--- src/rtl/piso_pkg.sv ---
// ----------------------------------------------------------------------------
// piso_pkg
//   Shared definitions for the parallel-in serial-out serializer.
//   - piso_state_e : FSM state encoding (IDLE, SHIFT, PARITY).
//                    PARITY is reachable only when PISO_PARITY_EN is defined.
//   - cnt_width()  : width of the bit counter for a given word width.
// ----------------------------------------------------------------------------
package piso_pkg;

    typedef enum logic [1:0] {
        IDLE   = 2'd0,
        SHIFT  = 2'd1,
        PARITY = 2'd2
    } piso_state_e;

    // The counter runs 0..width-1, so $clog2(width) bits are enough.
    // The floor of 1 keeps the vector legal if this is ever used with width < 2.
    function automatic int cnt_width(input int width);
        return (width < 2) ? 1 : $clog2(width);
    endfunction

endpackage

--- src/rtl/piso_serializer.sv ---
// ----------------------------------------------------------------------------
// piso_serializer
//   Parallel-in serial-out stage that feeds a downstream SIPO shift register.
//   It accepts a word over a valid/ready handshake and shifts it out one bit
//   per clock. Back-to-back words leave no idle gap in the serial stream.
//
//   Optional feature (macro PISO_PARITY_EN): an even-parity bit follows the
//   last data bit, so a frame is WIDTH+1 cycles. With the macro undefined the
//   parity state and its register do not exist, and a frame is WIDTH cycles.
//
// Parameters
//   WIDTH      parallel word width (>= 2)
//   MSB_FIRST  1: bit WIDTH-1 goes out first, 0: bit 0 goes out first
//
// Ports
//   clk          rising-edge clock
//   rst          synchronous reset, active low
//   din          parallel word to serialize
//   din_valid    din holds a word to transfer
//   din_ready    a word can be taken this cycle (does not depend on din_valid)
//   out          serial data bit
//   out_valid    out carries a data or parity bit this cycle
//   frame_start  high during the first bit of each word
//   busy         FSM is not idle
// ----------------------------------------------------------------------------
module piso_serializer
    import piso_pkg::*;
#(
    parameter int WIDTH     = 4,
    parameter bit MSB_FIRST = 1'b1
) (
    input  logic             clk,
    input  logic             rst,
    input  logic [WIDTH-1:0] din,
    input  logic             din_valid,
    output logic             din_ready,
    output logic             out,
    output logic             out_valid,
    output logic             frame_start,
    output logic             busy
);

    localparam int                 CNT_W    = cnt_width(WIDTH);
    localparam logic [CNT_W-1:0]   CNT_LAST = CNT_W'(WIDTH - 1);

    piso_state_e      state;
    piso_state_e      state_nxt;
    logic [WIDTH-1:0] shreg;
    logic [WIDTH-1:0] shreg_shifted;
    logic [CNT_W-1:0] cnt;

    logic             last_data;   // final data bit is on the line
    logic             last_bit;    // final bit of the whole frame is on the line
    logic             xfer;        // handshake completes at the coming edge
    logic             data_bit;

`ifdef PISO_PARITY_EN
    logic             par_r;
`endif

    // ------------------------------------------------------------------
    // Handshake
    // ------------------------------------------------------------------
    assign last_data = (state == SHIFT) && (cnt == CNT_LAST);

`ifdef PISO_PARITY_EN
    assign last_bit  = (state == PARITY);
`else
    assign last_bit  = last_data;
`endif

    // Ready in the last bit lets the next word load on the same edge the
    // current frame ends, which is what keeps the serial stream contiguous.
    assign din_ready = (state == IDLE) || last_bit;
    assign xfer      = din_valid && din_ready;

    // ------------------------------------------------------------------
    // FSM
    // ------------------------------------------------------------------
    always_comb begin
        state_nxt = state;
        case (state)
            IDLE: begin
                if (xfer) state_nxt = SHIFT;
            end
            SHIFT: begin
                if (last_data) begin
`ifdef PISO_PARITY_EN
                    state_nxt = PARITY;
`else
                    state_nxt = xfer ? SHIFT : IDLE;
`endif
                end
            end
`ifdef PISO_PARITY_EN
            PARITY: begin
                state_nxt = xfer ? SHIFT : IDLE;
            end
`endif
            default: state_nxt = IDLE;
        endcase
    end

    always_ff @(posedge clk) begin
        if (!rst) begin
            state <= IDLE;
        end else begin
            state <= state_nxt;
        end
    end

    // ------------------------------------------------------------------
    // Shift / count datapath
    // ------------------------------------------------------------------
    // Shift toward the output end with zero fill; once a word has fully
    // drained, shreg is all zeros again.
    always_comb begin
        if (MSB_FIRST) begin
            shreg_shifted = {shreg[WIDTH-2:0], 1'b0};
        end else begin
            shreg_shifted = {1'b0, shreg[WIDTH-1:1]};
        end
    end

    always_ff @(posedge clk) begin
        if (!rst) begin
            shreg <= '0;
            cnt   <= '0;
        end else if (xfer) begin
            shreg <= din;
            cnt   <= '0;
        end else if (state == SHIFT) begin
            shreg <= shreg_shifted;
            // Wrap at the last bit so cnt never leaves 0..WIDTH-1.
            cnt   <= (cnt == CNT_LAST) ? '0 : cnt + CNT_W'(1);
        end
    end

`ifdef PISO_PARITY_EN
    // Even parity is captured at load time, so din may change afterwards.
    always_ff @(posedge clk) begin
        if (!rst) begin
            par_r <= 1'b0;
        end else if (xfer) begin
            par_r <= ^din;
        end
    end
`endif

    // ------------------------------------------------------------------
    // Outputs: decoded from registered state only
    // ------------------------------------------------------------------
    assign data_bit = MSB_FIRST ? shreg[WIDTH-1] : shreg[0];

    always_comb begin
        out = 1'b0;
        if (state == SHIFT) begin
            out = data_bit;
        end
`ifdef PISO_PARITY_EN
        else if (state == PARITY) begin
            out = par_r;
        end
`endif
    end

    assign out_valid   = (state != IDLE);
    assign frame_start = (state == SHIFT) && (cnt == '0);
    assign busy        = (state != IDLE);

endmodule

--- config.mk ---
export PLATFORM = sky130hd
export DESIGN_NAME = piso_serializer
export DESIGN_NICKNAME = d
export VERILOG_FILES = /design/src/rtl/piso_pkg.sv /design/src/rtl/piso_serializer.sv
export SDC_FILE = /design/constraint.sdc
export NUM_CORES = 1
export LEC_CHECK = 0
export CAP_MARGIN = 20
export CORE_AREA = 5 5 42 44
export DETAILED_ROUTE_END_ITERATION = 12
export DIE_AREA = 0 0 47 49
export SLEW_MARGIN = 20
export SYNTH_ARGS = -nofsm -noshare
export SYNTH_HDL_FRONTEND = slang
export SYNTH_SLANG_ARGS = --single-unit
--- constraint.sdc ---
create_clock -name clk -period 1.2 [get_ports clk]
set_input_delay 0.24 -clock clk [delete_from_list [all_inputs] [get_ports clk]]
set_output_delay 0.24 -clock clk [all_outputs]
set_load 0.02 [all_outputs]
### Yosys cells after proc, flatten, opt, wreduce, memory -nomap -nowiden

Cells that the tools add are included.
Widths: inputs -> output; s select.

* flip-flop bits (word level): 8
* input port bits: 7
* word-level logic and storage cells: 27

* add/sub/neg operators: 1
* eq/ne operators: 4
* mux-type cells: 8
* bitwise gates (word level): 1
* reduce and logical (&&, ||, !) cells: 10

Operators with widths (number)
* $mux 4: 2
* $mux 2: 3
* $logic_not 2->1: 2
* $ne 2x2->1 const B: 2
* $pmux 2 s2: 1
* $reduce_bool 2->1: 2
* $logic_and 1x1->1: 3
* $add 2x1->2 const B: 1
* $eq 2x1->1 const B: 1
* $eq 2x2->1 const B: 1
* $mux 1: 2
* $reduce_and 2->1: 1
* $reduce_or 2->1: 1
* $logic_or 1x1->1: 1
* $not 1->1: 1

### Longest topological paths before layout

* word-level depth: 7
* gate-level depth with buffers: 4
* mapped depth without buffers: 4

### Worst setup path before layout

No wires, ideal clock.

* kind: reg2reg
* start point: register cnt[0]
* end point: register cnt[0]
* setup time: 0.115 ns
* arrival: 1.051 ns
* required time: 1.085 ns
* path slack: 0.035 ns
* cell stages (with the launch flop): 5
* path buffers: 0
* path through: dfxtp_1 -> ha_1 -> nand2b_1 -> nor2_1 -> o21a_1

* cells in the longest elaborated chain, start to end: 5
* elaborated cells between the ends (all ways): 7
* those cells by class: 1 x add/sub; 1 x eq/ne; 1 x mux; 4 x reduce/logical

Ends and longest elaborated chain
* start, declared: line piso_serializer.sv:50 `logic [CNT_W-1:0] cnt;`
* start signal, assigned: line piso_serializer.sv:135 `cnt <= (cnt == CNT_LAST) ? '0 : cnt + CNT_W'(1);`
* $eq 2x2->1: line piso_serializer.sv:64 `assign last_data = (state == SHIFT) && (cnt == CNT_LAST);`
* $logic_and 1x1->1: line piso_serializer.sv:64
* $logic_or 1x1->1: line piso_serializer.sv:74 `assign din_ready = (state == IDLE) || last_bit;`
* named net din_ready: line piso_serializer.sv:36 `output logic din_ready,`
* $logic_and 1x1->1: line piso_serializer.sv:75 `assign xfer = din_valid && din_ready;`
* $reduce_or 2->1 (no source line)

The timed path passes the listed nets, and every way through them passes these cells.
A chain may end at the register's enable or synchronous reset.

### Worst setup path after layout

* start point: register cnt[0]
* end point: output frame_start

* cells in the longest elaborated chain, start to end: 2

Ends and longest elaborated chain
* $logic_not 2->1: line piso_serializer.sv:168 `assign frame_start = (state == SHIFT) && (cnt == '0);`
* $logic_and 1x1->1: line piso_serializer.sv:168
* end, declared: line piso_serializer.sv:39 `output logic frame_start,`

No other way between the ends.

==> run metrics <==
outcome complete, but fails checks; failing checks negative setup slack; share of cells above drive strength 1 0.478; setup_tns -0.166 ns; Placed Cells 75; GR Util met2 0.147; row count 14; Crit path arrival time 1.05 ns; Final ANT Viol Nets 0; Max Clock Freq 773 MHz; clock-pin slew on the worst setup and hold paths 0.05 ns; Min-Delay Path Class flip-flop to flip-flop; Clk Latency, worst-skew pair 0.24 ns; max-slew violations 0; Final #Nets 77; GR peak layer met2; Final min period 1.29 ns; die area 2300 um^2; die height 49 um; PortBufs 11; final core utilization 0.468; placed cell area 568 um^2; worst setup path class flip-flop to primary output; # DRC 0; GPL Wtd Cong 0.679; Peak VDD IR 0.512 mV; DR pass1 iterations 3; Post-synth EDFFs 0; met3 usage 0.0332; FF+latch count, synth 7; core box area 1400 um^2; deepest clock path buffer count 2; Most used DFF post-synth dfxtp_1; Clock Sinks 7; CTS Root Cell clkbuf_4; vias in the first global route 388; CP Capture Type primary output; CTS tree built; final WL 941 um; clk_skew 0.00352 ns; first-pass GRT wire length 1.62 mm; Worst slew margin 0.851; initial DRC count 1; pin count of the biggest net entering global routing 9; P&R area growth vs syn 63.2%; Least-Margin Pin Slew 0.223 ns; CP Data Required Time 0.96 ns; final cell count without fillers 83; Cells after Synth 43; initial antenna violation count 0; pwr/cell area 974 nW/um^2; Sequential Area 146 um^2; Antenna diodes 0; Post-synth ARST share 0; part of the cycle the worst path needs 1.08; Ys Warns 0; Mean Syn Cell Area 9.34 um^2; sequential share of the synthesized area 0.349; DP Worst Slack -0.306 ns; Final Hold Fails 0; crit path launch type flip-flop; hold_ws 0.534 ns; Max-cap violations 0; Initial Utilization 0.287; Total Routing Usage GR 0.0974; io pins 12; fillers 150; DIE WIDTH 47 um; Final Instance Area 656 um^2; H-Tree Depth 1; grt ovf 0; area of the multi-input gates 262 um^2; post-detail-place hpwl 661 um; final setup vio count 2; RSZ-0062 raised after global routing yes; met1 usage 0.115; vias per inst 4.64; Static Leak 0.282 nW; fin worst setup slack -0.0933 ns; overall power 0.639 mW; Mapped Area 402 um^2; post-synth net total 52; CTS Buf Count 3; hold buffer count at cts 0; wire per inst 11.3 um; via count 385; Distinct cells, synth 21; maximum fanout along the worst path 3
-- layer usage --
| metal | part of all wire | wire length (um) | up-vias |
|---|---|---|---|
| met3 | 0.027 | 25 | 2 |
| met5 | 0 | 0 | - |
| li1 | - | - | 196 |
| met2 | 0.50 | 475 | 5 |
| met4 | 0.014 | 13 | 0 |
| met1 | 0.45 | 426 | 182 |
-- flip-flops by register name (all words and copies together), names as in the netlist --
| register | flops |
|---|---|
| state | 1 |
| shreg | 4 |
| cnt | 2 |
-- final timing paths --
check             depth (start not counted)                   from                    end  slack (ns)
setup / recovery                          4    cnt[0]$_SDFFE_PP0P_            frame_start       -0.09
hold / removal                            1  shreg[1]$_SDFFE_PN0P_  shreg[2]$_SDFFE_PN0P_        0.53
setup reg to reg                          5    cnt[0]$_SDFFE_PP0P_  shreg[1]$_SDFFE_PN0P_        0.05
hold reg to reg                           1  shreg[1]$_SDFFE_PN0P_  shreg[2]$_SDFFE_PN0P_        0.53
-- power breakdown --
group / switching [mW] / leakage [nW] / internal [mW]
combinational: 0.0668 / 0.208 / 0.0983
clock: 0.0837 / 0.0150 / 0.127
sequential: 0.0136 / 0.0592 / 0.250
total: 0.164 / 0.282 / 0.475
-- final cells by class --
cell class	count	area share
inverter	3	0.0172
tap	16	0.0305
multi-input combinational	30	0.399
sequential	7	0.223
clock buffer	4	0.0401
timing repair buffer	23	0.290
-- placed cells by master (no fill, tap or decap), drive strengths merged --
cell           synthesis  layout
clkdlybuf4s50          0       6
o21a                   1       1
nand2                  2       2
ha                     2       2
a21boi                 1       1
o21ai                  1       1
mux2i                  4       4
and2                   3       3
inv                    3       3
nor2                   1       1
o2111a                 3       3
nor3b                  1       1
a31oi                  1       1
nand3b                 3       3
dfxtp                  7       7
buf                    3      17
clkbuf                 0       4
nand3                  1       1
nor2b                  1       1
nor3                   1       1
nand2b                 4       4
-- logic make-up after synthesis --
family | after synthesis | share of synthesized area
buffers and inverters | 6 | 0.0872
muxes | 4 | 0.0997
DFF | 7 | 0.349
and+or+nand+nor | 17 | 0.252
AOI/OAI and AO/OA | 7 | 0.150
adders and majority gates | 2 | 0.0623
-- critical path: stages, from the launching register on --
cell,delay [ns]
dfxtp_2,0.35
inv_2,0.05
ha_4,0.14
and2_4,0.14
buf_6,0.12
-- Yosys cell counts (2+ instances only) --
library cell	number	area (um^2)
dfxtp_1	7	140
mux2i_1	4	40.0
nand2b_1	4	25.0
and2_1	3	18.8
inv_1	3	11.3
nand3b_1	3	22.5
o2111a_1	3	33.8
ha_1	2	25.0
nand2_1	2	7.51
-- timing repair --
action,4_1_cts,5_1_grt
buffers inserted,4,0
endpoints found under the setup margin,8,7
pin swaps,1,1
resized for setup,36,3
Note: power is estimated with default switching activity, not from simulation.
==> variant 1 (same flow settings) <==
The parameter `WIDTH` goes from 4 to 6.
--- a/src/rtl/piso_serializer.sv
+++ b/src/rtl/piso_serializer.sv
@@ -26,7 +26,7 @@
 module piso_serializer
     import piso_pkg::*;
 #(
-    parameter int WIDTH     = 4,
+    parameter int WIDTH     = 6,
     parameter bit MSB_FIRST = 1'b1
 ) (
     input  logic             clk,
Ports: changed (resized din); port bits go from 12 to 14. No check against the original RTL was run, so the function may have changed too.
==> variant 1 against the unedited design <==
The run still ends with negative setup slack left. Sequential power grew 40%. Final cell count grew 25%. Combinational power grew 39%. Synthesized area grew 45%. Global-route usage grew 3.1 points. Total power grew 41%. Worst setup slack gained 0.068 ns. Sequential cell count grew 3. Die area is the same. Routed wire length grew 37%. Cell area grew 35%. Count of clock-buffer cells in the layout is the same. Core utilization grew 16 points. Critical path type unchanged. Largest cell class unchanged.
==> variant 1: results (changes against the unedited design) <==
Parameter                              Value

Run status
  Run status    finished with violations
  Violations in the final reports    negative setup slack

STA
  Clock skew after layout    0.00477 ns (+0.00125 ns)
  Worst setup slack after layout    -0.0253 ns (+0.0680 ns)
  Worst-Margin Slew    0.260 ns (+0.0370 ns)
  Setup violation total in the final timing report    2 (unchanged)

Routing
  Total routed wirelength    1290 µm (+37%)
  Number of violations reported at the end of detailed-routing iteration 0    11 (+10)
  Vias    546 (+42%)
  Number of iterations in the first detailed-routing pass    4 (+1)

Power and ir drop
  Internal power contribution    0.000675 W (+42%)
  Portion of total power attributed to the clock network    33.3% (+0.4 points)
  Max IR drop VDD    0.000704 V (+37%)
  Leakage power total    0.381 nW (+35%)
  Sequential power    0.000369 W (+40%)

Global routing
  First-pass GRT wire length    2220 µm (+37%)
  Via count of the first global-routing pass    520 (+34%)
  Total routing resource utilization after global routing    12.8% (+3.1 points)
  Maximum number of pins on one net before global-route repair    13 (+4)

Logic synthesis
  Fraction of synthesized area in multiplexers    10.8% (+0.78 points)
  Synthesized-area fraction occupied by adder cells    0% (-6.2 points)
  Synthesized Nets    70 (+35%)
  Largest cells by area after synthesis    sky130_fd_sc_hd__dfxtp_1, sky130_fd_sc_hd__o221ai_1, sky130_fd_sc_hd__mux2_4, sky130_fd_sc_hd__nor2b_1, sky130_fd_sc_hd__nand4b_4
  Commonest cells in the netlist    sky130_fd_sc_hd__dfxtp_1, sky130_fd_sc_hd__inv_1, sky130_fd_sc_hd__nor2_1, sky130_fd_sc_hd__nor2b_1, sky130_fd_sc_hd__o221ai_1
  Top cell type's share of synthesized area    34.4% (-0.48 points)
  Fraction of the mapped netlist area in compound gates    23.4% (+8.5 points)
  Part of the Yosys area used for sequential elements    34.4% (-0.48 points)
  Number of distinct library cell variants in the gate-level netlist after synthesis    27 (+29%)

Layout
  Top Registers    shreg: 6 flops, cnt: 3 flops, state: 1 flops
  Ratio of cells with drive above 1 in the final layout    45.5% (-2.3 points)
  Total of fill cells in the finished design    130 (-13%)
  Final nets    98 (+27%)

Clock tree
  Worst-path clk slew    0.07 ns (+0.02 ns)
  Number of buffers on the longest clock path    2 (unchanged)
  Clock network latency to the later pin of the worst-skew pair    0.26 ns (+0.02 ns)

Placement
  Final weighted congestion in routability-driven placement    0.749 (+10%)
  Post-Place Cell Area    787 µm² (+39%)
  Detailed placement HPWL    955 µm (+45%)
  Port bufs    13 (+2)

Critical path
  Cell depth of the worst flop-to-flop path    6 (+1)
  Largest delay share family, worst path    flip-flops
  Critical Path Source    state[0]
  Max Fanout on Critical Path    2 (-1)
  Data arrival time of the critical path    0.99 ns (-0.06 ns)
  Reg-to-Reg Start    state[0]
-- variant 1: what timing repair did --
item / CTS / global route
pin swaps: 1 / 0
endpoints found under the hold margin: 0 / 0
buffers inserted: 0 / 3
endpoints found under the setup margin: 11 / 8
resized for setup: 32 / 13
-- variant 1: final cells by class --
cell class                      instances  share of cell area [%]
Multi-Input combinational cell         42                    39.0
Sequential cell                        10                    23.2
Tap cell                               16                    2.26
Inverter                                4                    1.70
Clock buffer                            4                    4.10
Timing Repair Buffer                   28                    29.7
-- variant 1: how the worst min path moves through the flow --
stage	startpoint	end	slack [ns]	cells past startpoint
2_1_floorplan	din[5]	shreg[5]	0.40	2
3_3_place_gp	shreg[1]	shreg[2]	0.45	2
3_5_place_dp	shreg[1]	shreg[2]	0.46	2
4_1_cts	shreg[1]	shreg[2]	0.47	2
5_1_grt	shreg[1]	shreg[2]	0.50	2
6_report	shreg[1]	shreg[2]	0.47	2
-- variant 1: metrics by stage --
stage | TNS [ns] | power, W | setup slack (ns) | utilization [%] | cells
after CTS | -0.145 | 0.000881 | -0.0814 | 58.9 | 101
after global routing | -0.215 | 0.000955 | -0.0848 | 63.1 | 104
after floorplan | 0 | 0.000492 | 0.00156 | - | 61
after detailed placement | -3.58 | 0.000577 | -0.392 | 56.2 | 97
final | -0.0434 | 0.000898 | -0.0253 | 63.1 | 104
after global placement | -3.35 | 0.000573 | -0.358 | 56.2 | 97
-- variant 1: routing by layer --
metal	GRT usage, %	vias to the layer above	wire length (µm)
met4	6.91	0	12
met2	19.2	10	634
met5	0	-	0
met1	16.8	257	585
met3	2.21	2	59
li1	-	277	-
-- variant 1: worst min-delay path: stages (launching register included) --
cell	delay, ns
sky130_fd_sc_hd__dfxtp_1	0.31
sky130_fd_sc_hd__inv_1	0.05
sky130_fd_sc_hd__a31oi_1	0.07
==> variant 2 (same flow settings) <==
Made on the original files. The 3 states of `piso_state_e` get a one-hot encoding in 3 bits.
--- a/src/rtl/piso_pkg.sv
+++ b/src/rtl/piso_pkg.sv
@@ -7,10 +7,10 @@
 // ----------------------------------------------------------------------------
 package piso_pkg;
 
-    typedef enum logic [1:0] {
-        IDLE   = 2'd0,
-        SHIFT  = 2'd1,
-        PARITY = 2'd2
+    typedef enum logic [2:0] {
+        IDLE   = 3'b001,
+        SHIFT  = 3'b010,
+        PARITY = 3'b100
     } piso_state_e;
 
     // The counter runs 0..width-1, so $clog2(width) bits are enough.
Function: no difference found for any inputs over 10 cycles, from zero or initial values and one cycle with rst low; not proved beyond that.
==> variant 2 against the unedited design <==
The run still ends with negative setup slack left. Cell area is 17% higher. Routed wire length is 15% higher. Critical path depth stayed put. Sequential cell count is 1 higher. Fmax is 7.5% lower. Synthesized area is 19% higher. Worst hold slack worse by 0.057 ns. Worst setup slack worse by 0.11 ns.
Power is not compared: it rests on default switching activity, and its combinational part moved more than twofold at a synthesized area within 25%.
==> variant 2: results (changes against the unedited design) <==
Parameter                              Value

Run status
  Run status    finished with violations
  Violations in the final reports    negative setup slack

Critical path
  Endpoint of the most critical register-to-register path    cnt[0]
  Max Fanout on Critical Path    6 (+3)
  Capturing element of the worst setup path    din_ready
  Critical path type    reg2out
  Reg-to-Reg Start    state[0]
  Largest delay share family, worst path    flip-flops
  Reg-to-reg slack, setup    -0.08 ns (-0.13 ns)
  Cell depth of the worst flop-to-flop path    6 (+1)

Layout
  Ratio of cells with drive above 1 in the final layout    55.8% (+8.1 points)
  Final nets    90 (+17%)
  Top Registers    shreg: 4 flops, cnt: 2 flops, state: 2 flops
  Total of fill cells in the finished design    146 (-2.7%)

Logic synthesis
  Commonest cells in the netlist    sky130_fd_sc_hd__dfxtp_1, sky130_fd_sc_hd__inv_1, sky130_fd_sc_hd__nand2_1
  Synth Flop Type    sky130_fd_sc_hd__dfxtp_1
  Synthesized Nets    65 (+25%)
  Largest cells by area after synthesis    sky130_fd_sc_hd__dfxtp_1, sky130_fd_sc_hd__ha_1, sky130_fd_sc_hd__mux2i_1, sky130_fd_sc_hd__o211ai_1, sky130_fd_sc_hd__inv_1
  Part of the Yosys area used for sequential elements    33.6% (-1.3 points)
  Average cell area after synthesis    8.83 µm² (-5.5%)

Placement
  Worst slack at placement    -0.441 ns (-0.136 ns)
  Port bufs    11 (unchanged)
  Final weighted congestion in routability-driven placement    0.736 (+8.3%)
  Cell total after placement    86 (+15%)

STA
  Total negative setup slack    -1.06 ns (-0.892 ns)
  Worst-Margin Slew    0.200 ns (-0.0233 ns)
  Setup violation total in the final timing report    12 (+10)
  Worst setup slack after layout    -0.199 ns (-0.105 ns)
  Clock skew after layout    0.000558 ns (-0.00296 ns)

Clock tree
  Clock network latency to the later pin of the worst-skew pair    0.26 ns (+0.02 ns)
  Number of buffers inserted by post-CTS setup repair    3 (-1)
  Number of cells upsized or downsized after cts    45 (+25%)

Routing
  Total routed wirelength    1080 µm (+15%)
  Routed WL per cell    11.6 µm (+2.5%)
  Number of violations reported at the end of detailed-routing iteration 0    2 (+1)
  Vias    448 (+16%)

Min path
  Min-delay src    shreg[0]

Global routing
  Total routing resource utilization after global routing    11.4% (+1.6 points)
  Via count of the first global-routing pass    404 (+4.1%)
  First-pass GRT wire length    1790 µm (+10%)

Power and ir drop
  Leakage power total    roughly 0.36 nW
  Max IR drop VDD    roughly 0.00080 V
variant 2: area by class of cell:
| cell class | instances | area share [%] |
|---|---|---|
| tap | 16 | 2.61 |
| sequential | 8 | 21.8 |
| inverter | 7 | 3.91 |
| timing repair buffer | 22 | 26.4 |
| multi-input combinational | 37 | 42.3 |
| clock buffer | 3 | 2.93 |
variant 2: layer usage:
layer  vias to the layer above  track usage [%]  part of all wire (%)
li1                        234                -                     -
met1                       199             12.4                    43
met2                        10             17.0                    48
met3                         5             4.43                   5.4
met4                         0             8.29                   3.4
met5                         -                0                     0
variant 2: stage by stage:
stage | util (%) | total power, W
4_1_cts | 53.4 | 0.00117
2_1_floorplan | - | 0.000658
5_1_grt | 54.8 | 0.00125
6_report | 54.8 | 0.00117
3_3_place_gp | 46.4 | 0.000854
3_5_place_dp | 46.4 | 0.000860
variant 2: how the worst min path moves through the flow:
stage                to  slack [ns]  cells after the start
6_report       shreg[0]        0.48                      2
3_5_place_dp   shreg[0]        0.47                      2
2_1_floorplan  shreg[0]        0.37                      2
4_1_cts        shreg[0]        0.48                      2
3_3_place_gp   shreg[0]        0.47                      2
5_1_grt        shreg[0]        0.52                      2
variant 2: logic make-up (layout without fill, tap and decap cells):
kind of cell               after synthesis  count (layout)  synth area share [%]
AOI/OAI and AO/OA                       14              14                  19.7
adders and majority gates                4               4                  10.5
buffers and inverters                    9              32                  7.87
DFF                                      8               8                  33.6
muxes                                    4               4                  8.40
and+or+nand+nor                         15              15                  19.9
variant 2: power by group:
group | switching, W | internal (W) | leakage, nW
sequential | 0.0000362 | 0.000322 | 0.0670
clock | 0.000105 | 0.000115 | 0.0138
combinational | 0.000270 | 0.000325 | 0.280
total | 0.000411 | 0.000762 | 0.361
